### src/rtl/sram_ctrl_pkg.sv
// Shared types and constants for the external asynchronous SRAM controller.
package sram_ctrl_pkg;

  localparam int unsigned DATA_W     = 16;
  localparam int unsigned WAIT_CNT_W = 4;

  typedef enum logic [1:0] {
    StIdle,
    StSetup,
    StAccess,
    StEnd
  } state_e;

  // Per-bit drive enable for the two byte lanes.
  function automatic logic [DATA_W-1:0] lane_mask(input logic [1:0] be);
    return {{8{be[1]}}, {8{be[0]}}};
  endfunction

endpackage

### src/rtl/sram_ctrl_timer.sv
// Loadable down-counter timing the ACCESS phase; done_o is high while the count is zero.
module sram_ctrl_timer
  import sram_ctrl_pkg::*;
(
  input  logic                  clk_i,
  input  logic                  rst_i,
  input  logic                  load_i,
  input  logic [WAIT_CNT_W-1:0] load_val_i,
  input  logic                  en_i,
  output logic                  done_o
);

  logic [WAIT_CNT_W-1:0] cnt_q, cnt_d;

  always_comb begin
    cnt_d = cnt_q;
    if (load_i) begin
      cnt_d = load_val_i;
    end else if (en_i && (cnt_q != '0)) begin
      cnt_d = cnt_q - 1'b1;
    end
  end

  always_ff @(posedge clk_i) begin
    if (rst_i) begin
      cnt_q <= '0;
    end else begin
      cnt_q <= cnt_d;
    end
  end

  assign done_o = (cnt_q == '0);

endmodule

### src/rtl/sram_ctrl.sv
// Fabric-side controller turning a valid/ready request stream into timed async SRAM cycles.
// Optional byte-lane strobes (req_be, sram_ub_n, sram_lb_n) enabled by SRAM_CTRL_BYTE_LANE_EN.
module sram_ctrl
  import sram_ctrl_pkg::*;
#(
  parameter int unsigned ADDR_W      = 18,
  parameter int unsigned WAIT_CYCLES = 2
) (
  input  logic              CLK,
  input  logic              RESET,
  input  logic              req_valid,
  output logic              req_ready,
  input  logic              req_we,
  input  logic [ADDR_W-1:0] req_addr,
  input  logic [15:0]       req_wdata,
`ifdef SRAM_CTRL_BYTE_LANE_EN
  input  logic [1:0]        req_be,
  output logic              sram_ub_n,
  output logic              sram_lb_n,
`endif
  output logic              rsp_valid,
  output logic [15:0]       rsp_rdata,
  output logic [15:0]       io_d,
  output logic [15:0]       io_e,
  input  logic [15:0]       io_y,
  output logic [ADDR_W-1:0] sram_addr,
  output logic              sram_ce_n,
  output logic              sram_oe_n,
  output logic              sram_we_n
);

  if (WAIT_CYCLES < 1 || WAIT_CYCLES > 15) begin : gen_bad_wait
    $error("sram_ctrl: WAIT_CYCLES must be within 1..15");
  end

  localparam logic [WAIT_CNT_W-1:0] LoadVal = WAIT_CNT_W'(WAIT_CYCLES - 1);

  state_e              state_q, state_d;
  logic                req_ready_q, req_ready_d;
  logic                we_q, we_d;
  logic [ADDR_W-1:0]   sram_addr_q, sram_addr_d;
  logic [DATA_W-1:0]   io_d_q, io_d_d;
  logic [DATA_W-1:0]   io_e_q, io_e_d;
  logic                ce_n_q, ce_n_d;
  logic                oe_n_q, oe_n_d;
  logic                we_n_q, we_n_d;
  logic                rsp_valid_q, rsp_valid_d;
  logic [DATA_W-1:0]   rsp_rdata_q, rsp_rdata_d;
  logic                ub_n_q, ub_n_d;
  logic                lb_n_q, lb_n_d;
  logic [1:0]          be;
  logic                timer_load;
  logic                timer_done;

`ifdef SRAM_CTRL_BYTE_LANE_EN
  assign be = req_be;
`else
  assign be = 2'b11;
`endif

  always_comb begin
    state_d     = state_q;
    req_ready_d = req_ready_q;
    we_d        = we_q;
    sram_addr_d = sram_addr_q;
    io_d_d      = io_d_q;
    io_e_d      = io_e_q;
    ce_n_d      = ce_n_q;
    oe_n_d      = oe_n_q;
    we_n_d      = we_n_q;
    rsp_valid_d = 1'b0;
    rsp_rdata_d = rsp_rdata_q;
    ub_n_d      = ub_n_q;
    lb_n_d      = lb_n_q;
    timer_load  = 1'b0;

    unique case (state_q)
      StIdle: begin
        req_ready_d = 1'b1;
        if (req_valid && req_ready_q) begin
          state_d     = StSetup;
          req_ready_d = 1'b0;
          we_d        = req_we;
          sram_addr_d = req_addr;
          ce_n_d      = 1'b0;
          ub_n_d      = ~be[1];
          lb_n_d      = ~be[0];
          // Reads leave the bus undriven from SETUP on so the SRAM can turn it around.
          io_d_d      = req_we ? req_wdata : '0;
          io_e_d      = req_we ? lane_mask(be) : '0;
        end
      end
      StSetup: begin
        state_d    = StAccess;
        timer_load = 1'b1;
        if (we_q) begin
          we_n_d = 1'b0;
        end else begin
          oe_n_d = 1'b0;
        end
      end
      StAccess: begin
        if (timer_done) begin
          state_d = StEnd;
          ce_n_d  = 1'b1;
          we_n_d  = 1'b1;
          oe_n_d  = 1'b1;
          if (!we_q) begin
            rsp_valid_d = 1'b1;
            rsp_rdata_d = io_y;
          end
        end
      end
      StEnd: begin
        state_d     = StIdle;
        req_ready_d = 1'b1;
        io_d_d      = '0;
        io_e_d      = '0;
        ub_n_d      = 1'b1;
        lb_n_d      = 1'b1;
      end
      default: state_d = StIdle;
    endcase
  end

  always_ff @(posedge CLK) begin
    if (RESET) begin
      state_q     <= StIdle;
      req_ready_q <= 1'b0;
      we_q        <= 1'b0;
      sram_addr_q <= '0;
      io_d_q      <= '0;
      io_e_q      <= '0;
      ce_n_q      <= 1'b1;
      oe_n_q      <= 1'b1;
      we_n_q      <= 1'b1;
      rsp_valid_q <= 1'b0;
      rsp_rdata_q <= '0;
      ub_n_q      <= 1'b1;
      lb_n_q      <= 1'b1;
    end else begin
      state_q     <= state_d;
      req_ready_q <= req_ready_d;
      we_q        <= we_d;
      sram_addr_q <= sram_addr_d;
      io_d_q      <= io_d_d;
      io_e_q      <= io_e_d;
      ce_n_q      <= ce_n_d;
      oe_n_q      <= oe_n_d;
      we_n_q      <= we_n_d;
      rsp_valid_q <= rsp_valid_d;
      rsp_rdata_q <= rsp_rdata_d;
      ub_n_q      <= ub_n_d;
      lb_n_q      <= lb_n_d;
    end
  end

  sram_ctrl_timer u_timer (
    .clk_i      (CLK),
    .rst_i      (RESET),
    .load_i     (timer_load),
    .load_val_i (LoadVal),
    .en_i       (state_q == StAccess),
    .done_o     (timer_done)
  );

  assign req_ready = req_ready_q;
  assign rsp_valid = rsp_valid_q;
  assign rsp_rdata = rsp_rdata_q;
  assign io_d      = io_d_q;
  assign io_e      = io_e_q;
  assign sram_addr = sram_addr_q;
  assign sram_ce_n = ce_n_q;
  assign sram_oe_n = oe_n_q;
  assign sram_we_n = we_n_q;

`ifdef SRAM_CTRL_BYTE_LANE_EN
  assign sram_ub_n = ub_n_q;
  assign sram_lb_n = lb_n_q;
`else
  logic unused_lanes;
  assign unused_lanes = ub_n_q ^ lb_n_q;
`endif

endmodule
### config.mk
export PLATFORM = sky130hd
export DESIGN_NAME = sram_ctrl
export DESIGN_NICKNAME = d
export VERILOG_FILES = /design/src/rtl/sram_ctrl_pkg.sv /design/src/rtl/sram_ctrl_timer.sv /design/src/rtl/sram_ctrl.sv
export SDC_FILE = /design/constraint.sdc
export NUM_CORES = 1
export LEC_CHECK = 0
export ABC_AREA = 1
export CAP_MARGIN = 10
export CORE_MARGIN = 5
export CORE_UTILIZATION = 37
export CTS_CLUSTER_DIAMETER = 200
export DETAILED_ROUTE_END_ITERATION = 8
export HOLD_SLACK_MARGIN = 0.03
export PLACE_DENSITY = 0.82
export SLEW_MARGIN = 20
export SYNTH_ARGS = -nofsm -noshare
export SYNTH_HDL_FRONTEND = slang
export SYNTH_SLANG_ARGS = --single-unit
### constraint.sdc
create_clock -name CLK -period 1.6 [get_ports CLK]
set_clock_uncertainty 0.15 [all_clocks]
set_input_delay 0.16 -clock CLK [delete_from_list [all_inputs] [get_ports CLK]]
set_output_delay 0.16 -clock CLK [all_outputs]
set_load 0.005 [all_outputs]
[After elaboration in Yosys (flattened, before gate mapping)]
Cells that the tools add are included.
Word-level totals
  flip-flop bits (word level): 78
  bits of input ports: 54
  word-level logic and storage cells: 64
Operators by class
  add/subtract/negate cells: 1
  equal/unequal tests: 7
  mux-type cells: 22
  bitwise operators: 3
  reduce and logical (&&, ||, !) cells: 18
Operators with widths (number)
  16-bit 2-to-1 mux: 4
  16-bit one-hot mux with 2 select lines: 2
  3-bit AND reduction: 4
  1-bit 2-to-1 mux: 9
  2-bit inequality test (second input constant): 4
  1-bit one-hot mux with 2 select lines: 4
  2-bit one-hot mux with 4 select lines: 1
  2-bit nonzero test: 4
  2-bit AND reduction: 3
  2-bit == test (second input constant): 2
  4-bit logical NOT: 1
  2-bit 2-to-1 mux: 2
  4-bit nonzero test: 1
  4-bit by 1-bit subtractor with 4-bit output (second input constant): 1
  1-bit NOT: 3
  3-bit OR reduction: 1
  2-bit by 1-bit == test with 1-bit output (second input constant): 1
  1-bit logical AND: 2
  2-bit logical NOT: 1
  2-bit OR reduction: 1

[Logic depth before layout (Yosys ltp)]
  word-level depth: 4
  depth in mapped cells: 9
  gate-level depth less buffers: 8

[Modules after synthesis]
Synthesis repeated with hierarchy kept, for this count alone.
Second synthesis, totals
  cell total of the unflattened synthesis: 394
  area, all modules: 2907.8 um^2
Modules (own cells, without submodules)
  sram_ctrl: times used 1, cells an instance 353, area each 2633.8 um^2
  sram_ctrl_timer: times used 1, cells an instance 41, area each 274.0 um^2

[Least setup slack after synthesis]
OpenSTA, ideal clock, no wires.
  kind: flip-flop to flip-flop
  start point: register state_q[0]
  end point: register io_d_q[0], in the netlist io_d[0]
  arrival: 1.288 ns
  required time: 1.380 ns
  path slack: 0.091 ns
  stages on the path, launching flop included: 8
  buffers on the path: 2
  cell sequence: dfxtp_1 inv_1 ha_1 buf_2 o21ai_4 buf_6 nand2_1 a21oi_1
On the way
  cells in the longest elaborated chain, start to end: 3
Ends and longest elaborated chain
  from (decl): RTL line sram_ctrl.sv:38  | state_e state_q, state_d;
  from (signal assigned): RTL line sram_ctrl.sv:128  | state_q <= StIdle;
  from (signal assigned): RTL line sram_ctrl.sv:142  | state_q <= state_d;
  2-bit == test or 2-bit logical NOT (tied branches): RTL line sram_ctrl.sv:77  | unique case (state_q)
  2-bit nonzero test (no source line) or 2-bit inequality test (tied branches)
  2-bit AND reduction (no source line)
  to (signal assigned): RTL line sram_ctrl.sv:146  | io_d_q <= io_d_d;
  to (decl): RTL line sram_ctrl.sv:42  | logic [DATA_W-1:0] io_d_q, io_d_d;
Several ways; a longest one is shown, not always the timed one.
A chain may end at the register's enable or synchronous reset.

[Worst setup path after layout]
  start point: register sram_addr_q[13], in the netlist sram_addr[13]
  end point: output port sram_addr[13]
RTL lines
  from (decl): RTL line sram_ctrl.sv:41  | logic [ADDR_W-1:0] sram_addr_q, sram_addr_d;
  from (signal assigned): RTL line sram_ctrl.sv:145  | sram_addr_q <= sram_addr_d;
  to (decl): RTL line sram_ctrl.sv:26  | output logic [ADDR_W-1:0] sram_addr,
No word-level cell between the ends.

==> key figures <==
Yosys
  • Synth top area share: 46.13%
  • Netlist Area Pre-Place: 2734 um^2
  • Yosys cell types: 22
  • Dominant cells by area after synthesis: dfxtp_1 46%, nand2_1 12%, a21oi_1 7.7%, nor2_1 6.0%, nand3_1 4.6%
  • Mapped Avg Cell Area: 7.552 um^2
  • Synth Register Bits: 63
  • Number of synthesized flops with an enable pin: 0
  • Synth warnings: 0
  • Most frequent cells after synthesis: 88 x nand2_1, 63 x dfxtp_1, 44 x nor2_1, 42 x a21oi_1, 26 x inv_1
  • Post-Syn Instances: 362
  • Post-synthesis sequential area ratio: 46.13%
  • Synth async-reset ratio: 0%
  • Post-synth top area cell: dfxtp_1
  • Syn nets: 422
  • Count leader, synth: nand2_1
  • Ys flop type: dfxtp_1

Critical path
  • FF-to-FF path depth: 8
  • Critical path launch point type: flop
  • Top cell family by delay on the critical path: buffers and inverters
  • Setup crit end kind: primary output
  • Worst reg2reg setup slack: 0.07 ns
  • Worst flop-to-flop path startpoint: state_q[0]
  • Peak fanout along the critical path: 2
  • Crit path DAT: 1.23 ns
  • Crit-path slowest cell: clkdlybuf4s50_1
  • Worst reg2reg endpoint: sram_oe_n
  • Worst path cell trace: clkdlybuf4s50_1
  • Buffers and inverters on the worst path: 1
  • WP data required: 1.29 ns
  • Worst path max stage delay: 0.55 ns
  • Worst Setup Path Type: flop to primary output

Layout
  • Diodes inserted: 0
  • Layout Utilization: 58.88%
  • Layout area overhead: 55.38%
  • Fin nets: 535
  • Share of layout cells above drive strength 1: 9.792%
  • Post-route cell area: 4248 um^2

GRT
  • Pin count of the biggest net entering global routing: 37
  • Vias in the first global route: 2,631
  • Initial antenna violation count: 0
  • First-pass GRT wire length: 12,220 um
  • Total track usage: 16.90%
  • Grt total ovfl: 0

Floorplanning
  • Die X: 95.96 um
  • I/O Pins: 125
  • CORE AREA: 7214 um^2
  • Starting Density: 37.89%
  • Row count: 31
  • Die Y-Extent: 95.96 um
  • Die area: 9208 um^2

Pwr
  • LEAKAGE: 0.001742 uW
  • Reg power frac: 34.9%
  • Pint: 3921 uW
  • Power Dens Cells: 1422 nW/um^2
  • Worst VDD drop: 0.7041 mV
  • Total Power: 6040 uW
  • Comb pwr share: 42.9%
  • Switching part of the total power: 35.08%
  • Sw Pwr: 2119 uW
  • Clk pwr share: 22.3%

Drt
  • Vias per cell: 4.670
  • Via count: 2,704
  • Routed Antenna Nets: 0
  • DR DRC count: 0
  • Drt first pass iters: 4
  • Routed Wire Length: 7770 um
  • Routed len/inst: 13.42 um
  • Initial DRC Count: 64

Placed design
  • HPWL Detailed: 5654 um
  • Post-Place Worst Slack: -0.06245 ns
  • Number of port buffers: 124
  • Final Wtd Congestion: 0.7992
  • Placed inst area: 4034 um^2

Timing
  • Fin. max-slew vios: 0
  • Min Hold Slack: 0.2542 ns
  • Setup Viol. Count Final: 0
  • Worst setup margin: 0.06039 ns
  • Final min period: 1.540 ns
  • Slew @ Worst Pin: 0.2535 ns
  • Hold Vio Cnt, Final: 0
  • Fin crit share: 96.23%
  • Max_slew headroom: 83.08%
  • RSZ-0062 raised after global routing: yes
  • Max Clk Rate: 0.6495 GHz

Clock tree
  • Worst skew pair latency: 0.33 ns
  • CTS max path bufs: 2
  • # clock sinks: 63
  • Root Buffer Master: clkbuf_8
  • H-tree depth: 3
  • TritonCTS buffer count: 9
  • CTS tree: done
  • Reg clk slew, reported paths: 0.08 ns

Worst hold path
  • Hold Path Cell Cnt: 3
  • Hold Path End: sram_addr[11]
  • HP Class: primary input to flop
  • HP Start: req_addr[11]

Outcome
  • Status: completed

Run
  • Max-Cap Viols: 0
stage by stage:
step | cells | setup TNS (ns)
2_1_floorplan | 362 | 0
3_3_place_gp | 562 | 0
3_5_place_dp | 562 | -0.5488
4_1_cts | 579 | 0
5_1_grt | 579 | -0.3475
6_report | 579 | 0
final cells by class:
cell class	instances	area [um^2]
Fill cell	654	2967
Timing Repair Buffer	138	1414
Sequential cell	63	1265
Multi-Input combinational cell	236	1147
Clock buffer	9	123.9
Tap cell	99	123.9
Inverter	27	101.3
Clock inverter	7	72.57
power by group through the flow:
stage                     sequential [uW]  clock [uW]  combinational, uW
after floorplan                      2140           0               1390
after global placement               2110           0               2450
after detailed placement             2130           0               2510
after CTS                            2100        1400               2570
after global routing                 2150        1490               2860
final                                2110        1340               2590
layout by cell type (no fill, tap or decap), drive strengths merged, types with 2 or more instances in the layout:
master           n
clkdlybuf4s50  108
nand2           91
dfxtp           63
nor2            47
a21oi           42
inv             28
nand3           26
nand4           18
dlygate4sd2     16
buf             14
clkbuf           9
ha               6
o21ai            3
clkinv           3
clkinvlp         2
what timing repair did:
item,4_1_cts,5_1_grt
resized for setup,17,7
setup endpoints to repair,33,37
setup buffers,1,0
hold buffers,0,0
pin swaps,1,0
gates cloned,0,0
per-layer routing:
layer | share of wire [%] | global-route usage, %
met5 | 0 | 0
met4 | 1.4 | 7.583
met3 | 5.3 | 3.362
met2 | 53 | 30.40
met1 | 40 | 19.16
sequential cells by signal (all words and copies together), names as in the netlist:
name / count
io_e: 1
io_d: 16
sram_addr: 18
u_timer.cnt_q: 4
we_q: 1
rsp_valid: 1
sram_we_n: 1
sram_ce_n: 1
state_q: 2
sram_oe_n: 1
req_ready: 1
rsp_rdata: 16
how the worst max path moves through the flow:
stage	end	cells after the start	startpoint
floorplan	io_d[0]	7	state_q[0]
global placement	io_d[2]	5	state_q[0]
detailed placement	io_d[5]	5	state_q[0]
CTS	req_ready	1	req_ready
global route	io_d[2]	7	state_q[1]
finish	sram_addr[13]	1	sram_addr[13]
cells by family (layout without fill, tap and decap cells):
kind of cell    Yosys count  in the layout  share of synthesized area, %
compound gates           46             46                         8.879
fa+ha+maj                 6              6                         2.746
buf+inv                  63            181                         12.40
flops                    63             63                         46.13
simple gates            184            184                         29.84
Note: power is estimated with default switching activity, not from simulation.
